## src/rtl/shift_alu_seq.sv

```systemverilog
// Sequential execute unit: single-cycle logic/arith ops and multi-cycle
// shift/multiply ops, finishing with a one-cycle register-file write.
module shift_alu_seq #(
  parameter int pw = 3
) (
  input  logic          clk,
  input  logic          reset,
  input  logic          start,
  input  logic [2:0]    op,
  input  logic [7:0]    opA,
  input  logic [7:0]    opB,
  input  logic [pw-1:0] dstIn,
  input  logic          scryIn,
  output logic          busy,
  output logic          done,
  output logic          writeEnable,
  output logic [pw-1:0] writeAddr,
  output logic [7:0]    result,
  output logic          scryOut,
  output logic          ngtvOut,
  output logic          zeroOut
);

  localparam logic [1:0] S_IDLE = 2'd0;
  localparam logic [1:0] S_EXEC = 2'd1;
  localparam logic [1:0] S_DONE = 2'd2;

  localparam logic [2:0] OP_ADD = 3'b000;
  localparam logic [2:0] OP_SUB = 3'b001;
  localparam logic [2:0] OP_AND = 3'b010;
  localparam logic [2:0] OP_OR  = 3'b011;
  localparam logic [2:0] OP_XOR = 3'b100;
  localparam logic [2:0] OP_SHL = 3'b101;
  localparam logic [2:0] OP_SHR = 3'b110;
  localparam logic [2:0] OP_MUL = 3'b111;

  logic [1:0]    r_state;
  logic [2:0]    r_op;
  logic [7:0]    r_a;
  logic [7:0]    r_b;
  logic [3:0]    r_cnt;
  logic          r_carry;
  logic [pw-1:0] r_dst;
  logic [15:0]   r_prod;
  logic [15:0]   r_mcand;
  logic [7:0]    r_result;
  logic          r_scry;
  logic          r_ngtv;
  logic          r_zero;
  logic [pw-1:0] r_waddr;

  logic [3:0]    w_cnt_init;
  logic [7:0]    w_res;
  logic          w_scry;

  // Iteration count loaded on acceptance
  always_comb begin
    w_cnt_init = 4'd0;
    case (op)
      OP_SHL, OP_SHR: w_cnt_init = {1'b0, opB[2:0]};
      OP_MUL:         w_cnt_init = 4'd8;
      default:        w_cnt_init = 4'd0;
    endcase
  end

  // Final result and shift-carry; r_carry starts as the latched scryIn so a
  // zero-length shift and all plain ALU ops pass the incoming flag through.
  always_comb begin
    w_res  = 8'd0;
    w_scry = r_carry;
    case (r_op)
      OP_ADD:         w_res = r_a + r_b;
      OP_SUB:         w_res = r_a - r_b;
      OP_AND:         w_res = r_a & r_b;
      OP_OR:          w_res = r_a | r_b;
      OP_XOR:         w_res = r_a ^ r_b;
      OP_SHL, OP_SHR: w_res = r_a;
      OP_MUL: begin
        w_res  = r_prod[7:0];
        w_scry = (r_prod[15:8] != 8'd0);
      end
      default:        w_res = 8'd0;
    endcase
  end

  // Control FSM, datapath iteration and output registers
  always_ff @(posedge clk) begin
    if (!reset) begin
      r_state  <= S_IDLE;
      r_op     <= 3'd0;
      r_a      <= 8'd0;
      r_b      <= 8'd0;
      r_cnt    <= 4'd0;
      r_carry  <= 1'b0;
      r_dst    <= '0;
      r_prod   <= 16'd0;
      r_mcand  <= 16'd0;
      r_result <= 8'd0;
      r_scry   <= 1'b0;
      r_ngtv   <= 1'b0;
      r_zero   <= 1'b0;
      r_waddr  <= '0;
    end else begin
      case (r_state)
        S_IDLE: begin
          if (start) begin
            r_op    <= op;
            r_a     <= opA;
            r_b     <= opB;
            r_dst   <= dstIn;
            r_carry <= scryIn;
            r_cnt   <= w_cnt_init;
            r_prod  <= 16'd0;
            r_mcand <= {8'd0, opA};
            r_state <= S_EXEC;
          end
        end
        S_EXEC: begin
          if (r_cnt != 4'd0) begin
            r_cnt <= r_cnt - 4'd1;
            case (r_op)
              OP_SHL: begin
                r_a     <= {r_a[6:0], 1'b0};
                r_carry <= r_a[7];
              end
              OP_SHR: begin
                r_a     <= {1'b0, r_a[7:1]};
                r_carry <= r_a[0];
              end
              OP_MUL: begin
                // LSB-first shift-add: multiplier bits consumed from r_b
                if (r_b[0]) begin
                  r_prod <= r_prod + r_mcand;
                end
                r_mcand <= {r_mcand[14:0], 1'b0};
                r_b     <= {1'b0, r_b[7:1]};
              end
              default: r_cnt <= 4'd0;
            endcase
          end else begin
            r_result <= w_res;
            r_scry   <= w_scry;
            r_ngtv   <= w_res[7];
            r_zero   <= (w_res == 8'd0);
            r_waddr  <= r_dst;
            r_state  <= S_DONE;
          end
        end
        S_DONE:  r_state <= S_IDLE;
        default: r_state <= S_IDLE;
      endcase
    end
  end

  assign busy        = (r_state != S_IDLE);
  assign done        = (r_state == S_DONE);
  assign writeEnable = (r_state == S_DONE);
  assign writeAddr   = r_waddr;
  assign result      = r_result;
  assign scryOut     = r_scry;
  assign ngtvOut     = r_ngtv;
  assign zeroOut     = r_zero;

endmodule

```

## config.mk

```make
export PLATFORM = sky130hd
export DESIGN_NAME = shift_alu_seq
export DESIGN_NICKNAME = d
export VERILOG_FILES = /design/src/rtl/shift_alu_seq.sv
export SDC_FILE = /design/constraint.sdc
export NUM_CORES = 1
export LEC_CHECK = 0
export BUFFER_PORTS_ARGS = -buffer_cell sky130_fd_sc_hd__buf_2
export CORE_MARGIN = 3
export CORE_UTILIZATION = 61
export DETAILED_ROUTE_END_ITERATION = 10
export GPL_TIMING_DRIVEN = 0
export PLACE_DENSITY = 0.89
export SYNTH_ARGS = -nofsm -noshare
export SYNTH_HDL_FRONTEND = slang
export SYNTH_SLANG_ARGS = --single-unit
```

## constraint.sdc

```tcl
create_clock -name clk -period 3.1 [get_ports clk]
set_input_delay 0.155 -clock clk [delete_from_list [all_inputs] [get_ports clk]]
set_output_delay 0.155 -clock clk [all_outputs]
set_load 0.1 [all_outputs]
```

==> results.py <==
metrics = {
    "cells_and_area": {
        "syn2layout_area_growth_pct": 11.8,
        "nNetsFinal": 730,
        "design_area_mm2": 0.00559,
        "antenna_cells": 0,
        "drive_gt1_share_pct": 15.7,
    },
    "worst_setup_path": {
        "required_ps": 3410,
        "critPathArrivalTime_ps": 3290,
        "rr_startpoint": "r_op[2]",
        "slowest_stage": "dfxtp_1",
        "crit_family": "compound AO/OA/AOI/OAI gates",
        "cp_common_cell": "buf_6",
        "crit_path_start": "r_op[2]",
        "crit_path_end_kind": "register",
        "cpPeakStageDelay_ps": 320,
        "worstPathMaxFanout": 10,
        "cp.buffers_inverters": 3,
        "path_class": "register to register",
        "crit_chain": "buf_6 -> buf_6 -> nor3_4 -> buf_4 -> mux2i_2 -> ha_1 -> nor2b_1 -> o21ai_0 -> o221ai_1 -> xor2_1 -> a21oi_1 -> and4_1 -> a31o_1",
        "start_kind": "register",
    },
    "timing": {
        "fin_worst_skew_ps": 13.1,
        "slew_headroom_pct": 47.3,
        "finalCritPeriodShare_pct": 96.0,
        "worst_slew_pin_slew_ps": 784,
        "setup_viol": 0,
        "timing_hold_violations_final": 0,
        "drv_slew": 0,
        "max_freq_ghz": 0.336,
        "fin_tns_setup_ps": 0,
        "grt_setup_unrepaired": "false",
        "whs_ps": 43.5,
        "period_needed_ps": 2980,
    },
    "logic_synthesis": {
        "syn_avg_cell_area_um2": 8.27,
        "synth-main-ff-cell": "dfxtp_1",
        "syn_nets": 673,
        "synth_warnings": 0,
        "synth.distinct_cells": 67,
        "synth_seq_cells": 74,
        "seq_area_frac_synth_pct": 29.6,
        "syn_area_mm2": 0.00500,
        "synth-edff-count": 0,
        "synthCells": 605,
        "synthArstFlopShare_pct": 0,
    },
    "global_routing": {
        "grt_util_met1_pct": 39.4,
        "grt_most_used_layer": "met2",
        "grt_pass1_wl_mm": 22.1,
        "grt_pass1_vias": 4577,
        "grt_use_met3_pct": 5.81,
        "track_usage_pct": 30.9,
        "grt_max_degree": 16,
        "grt-ovfl-total": 0,
        "antenna_found_initial": 0,
        "grtUsageMet2_pct": 51.3,
    },
    "detailed_routing": {
        "ant_nets": 0,
        "firstDrtPassIters": 5,
        "routedWlPerCell_um": 18.5,
        "remaining_drc_errors": 0,
        "drt_iter0_markers": 404,
        "wirelength_mm": 14.2,
        "viasPerCell": 6.25,
        "via_count": 4805,
    },
    "hold_path": {
        "hold_path.class": "primary input to register",
        "hold_start": "dstIn[0]",
    },
    "die": {
        "core.rowCount": 32,
        "die_h_um": 96.5,
        "coreArea_mm2": 0.00785,
        "die_area_mm2": 0.00932,
        "initial_core_util_pct": 63.7,
        "fp.dieW_um": 96.5,
        "ios": 43,
    },
    "placed_design": {
        "port_buffers": 42,
        "place_area_mm2": 0.00534,
        "hpwl_mm": 10.6,
        "place.gp.congestion": 0.997,
    },
    "clocking": {
        "holdBufCountCts": 0,
        "h-tree-depth": 3,
        "cts_made_buffers": 9,
        "cts_tree": "built",
        "clockBufferDepth": 2,
        "numClockSinks": 74,
        "clock_latency_ps": 360,
        "cts.clk_slew.worst_paths_ps": 90,
        "cts-root-buf": "clkbuf_8",
    },
    "flow_run": {
        "drv_cap": 0,
    },
    "power": {
        "p_leak_uw": 0.00253,
        "ir_drop_uv": 428,
        "power_density_mw_per_mm2": 623,
        "power_uw": 3480,
    },
    "run_status": {
        "status": "finished clean",
    },
}
==> per-layer routing <==
layer | part of all wire [%] | up-vias | routed length [um]
met1 | 41 | 2283 | 5820
met4 | 3.0 | 0 | 421
met3 | 8.1 | 43 | 1150
met2 | 48 | 216 | 6830
met5 | 0 | - | 0
li1 | - | 2263 | -
==> flip-flops by register name, indices dropped and copies added, names as in the netlist <==
name	count
r_mcand	16
r_prod	16
r_a	8
r_b	8
result	8
r_cnt	4
r_dst	3
r_op	3
writeAddr	3
r_state	2
r_carry	1
scryOut	1
zeroOut	1
==> Yosys cell counts (2+ instances only) <==
library cell,number,area share [%]
xnor2_1,14,2.5
nor2_2,2,0.25
nand4_1,3,0.38
nor3_1,2,0.20
o31ai_1,2,0.30
mux2i_1,18,3.6
nand2b_1,7,0.88
clkbuf_1,14,1.1
xor2_1,12,2.1
buf_6,4,0.90
nand2_1,79,5.9
buf_2,12,1.2
o21a_1,5,0.75
ha_1,40,10
a22oi_1,13,2.0
fa_1,2,0.80
dfxtp_1,74,30
o21ai_0,37,3.7
a211oi_1,2,0.30
and2_1,7,0.88
inv_1,25,1.9
o21ai_1,3,0.30
nor4_1,3,0.38
nor2b_1,34,4.3
o211a_1,21,4.2
o211ai_1,13,2.0
and3_1,7,0.88
buf_4,6,0.90
a21boi_0,13,2.0
a31oi_1,11,1.4
or2_2,2,0.25
nand3_1,24,2.4
a311oi_2,2,0.60
a21o_1,7,1.1
a21oi_1,28,2.8
nor2_1,26,2.0
==> cells in the final DEF (no fill, tap or decap), drive strengths merged, types with 12 or more instances in the layout <==
| cell type | netlist | final |
|---|---|---|
| a22oi | 13 | 13 |
| xnor2 | 14 | 14 |
| xor2 | 12 | 12 |
| nor2 | 28 | 28 |
| a21boi | 14 | 14 |
| o21ai | 41 | 41 |
| nor2b | 34 | 34 |
| o211a | 21 | 21 |
| a21oi | 28 | 28 |
| clkbuf | 14 | 23 |
| mux2i | 18 | 18 |
| nand3 | 24 | 24 |
| o211ai | 13 | 13 |
| dfxtp | 74 | 74 |
| inv | 26 | 30 |
| ha | 40 | 40 |
| buf | 23 | 69 |
| nand2 | 79 | 79 |
==> where the power goes <==
group          switching, uW  total (uW)  internal (uW)
combinational            961        1500            538
clock                    430         817            386
sequential               121        1170           1050
==> worst reg2reg max path: stages (launching register included) <==
cell	delay (ps)
dfxtp_1	320
buf_6	140
buf_6	140
nor3_4	180
buf_4	140
mux2i_2	260
ha_1	270
nor2b_1	130
o21ai_0	250
o221ai_1	220
xor2_1	180
a21oi_1	310
and4_1	240
a31o_1	150
==> stage by stage <==
stage / utilization [%] / instances / worst slack (ps)
global route: 71.3 / 769 / 4.09
CTS: 70.7 / 765 / 8.71
finish: 71.3 / 769 / 124
floorplan: - / 605 / 543
global placement: 68.0 / 749 / 98.2
detailed placement: 68.0 / 749 / 22.2
==> kinds of logic (layout without fill, tap and decap cells) <==
family	count (synthesis)	in the layout	synth area share, %
mux	19	19	3.83
flops	74	74	29.6
compound gates	174	174	24.5
fa+ha+maj	42	42	10.8
simple gates	207	207	20.6
xor+xnor	26	26	4.55
buf+inv	63	125	6.08
==> area by class of cell <==
cell class | instances | area (um^2)
fillers | 642 | 2250
clock inverters | 7 | 82.6
clock buffers | 9 | 124
well taps | 102 | 128
flip-flops and latches | 74 | 1480
multi-input cells | 468 | 3230
inverters | 26 | 97.6
repair buffers | 46 | 240
plain buffers | 37 | 206
==> final timing paths <==
kind | end | slack (ps) | cells past startpoint
worst min register to register | writeAddr[2] | 490 | 2
worst max register to register | zeroOut | 120 | 13
worst max-delay path | zeroOut | 120 | 13
worst min-delay path | r_dst[0] | 40 | 3
==> timing repair <==
item / 4_1_cts / 5_1_grt
setup buffers: 0 / 4
gates resized for setup: 0 / 4
endpoints found under the setup margin: 0 / 5
Power figures use the tool's default switching activity.
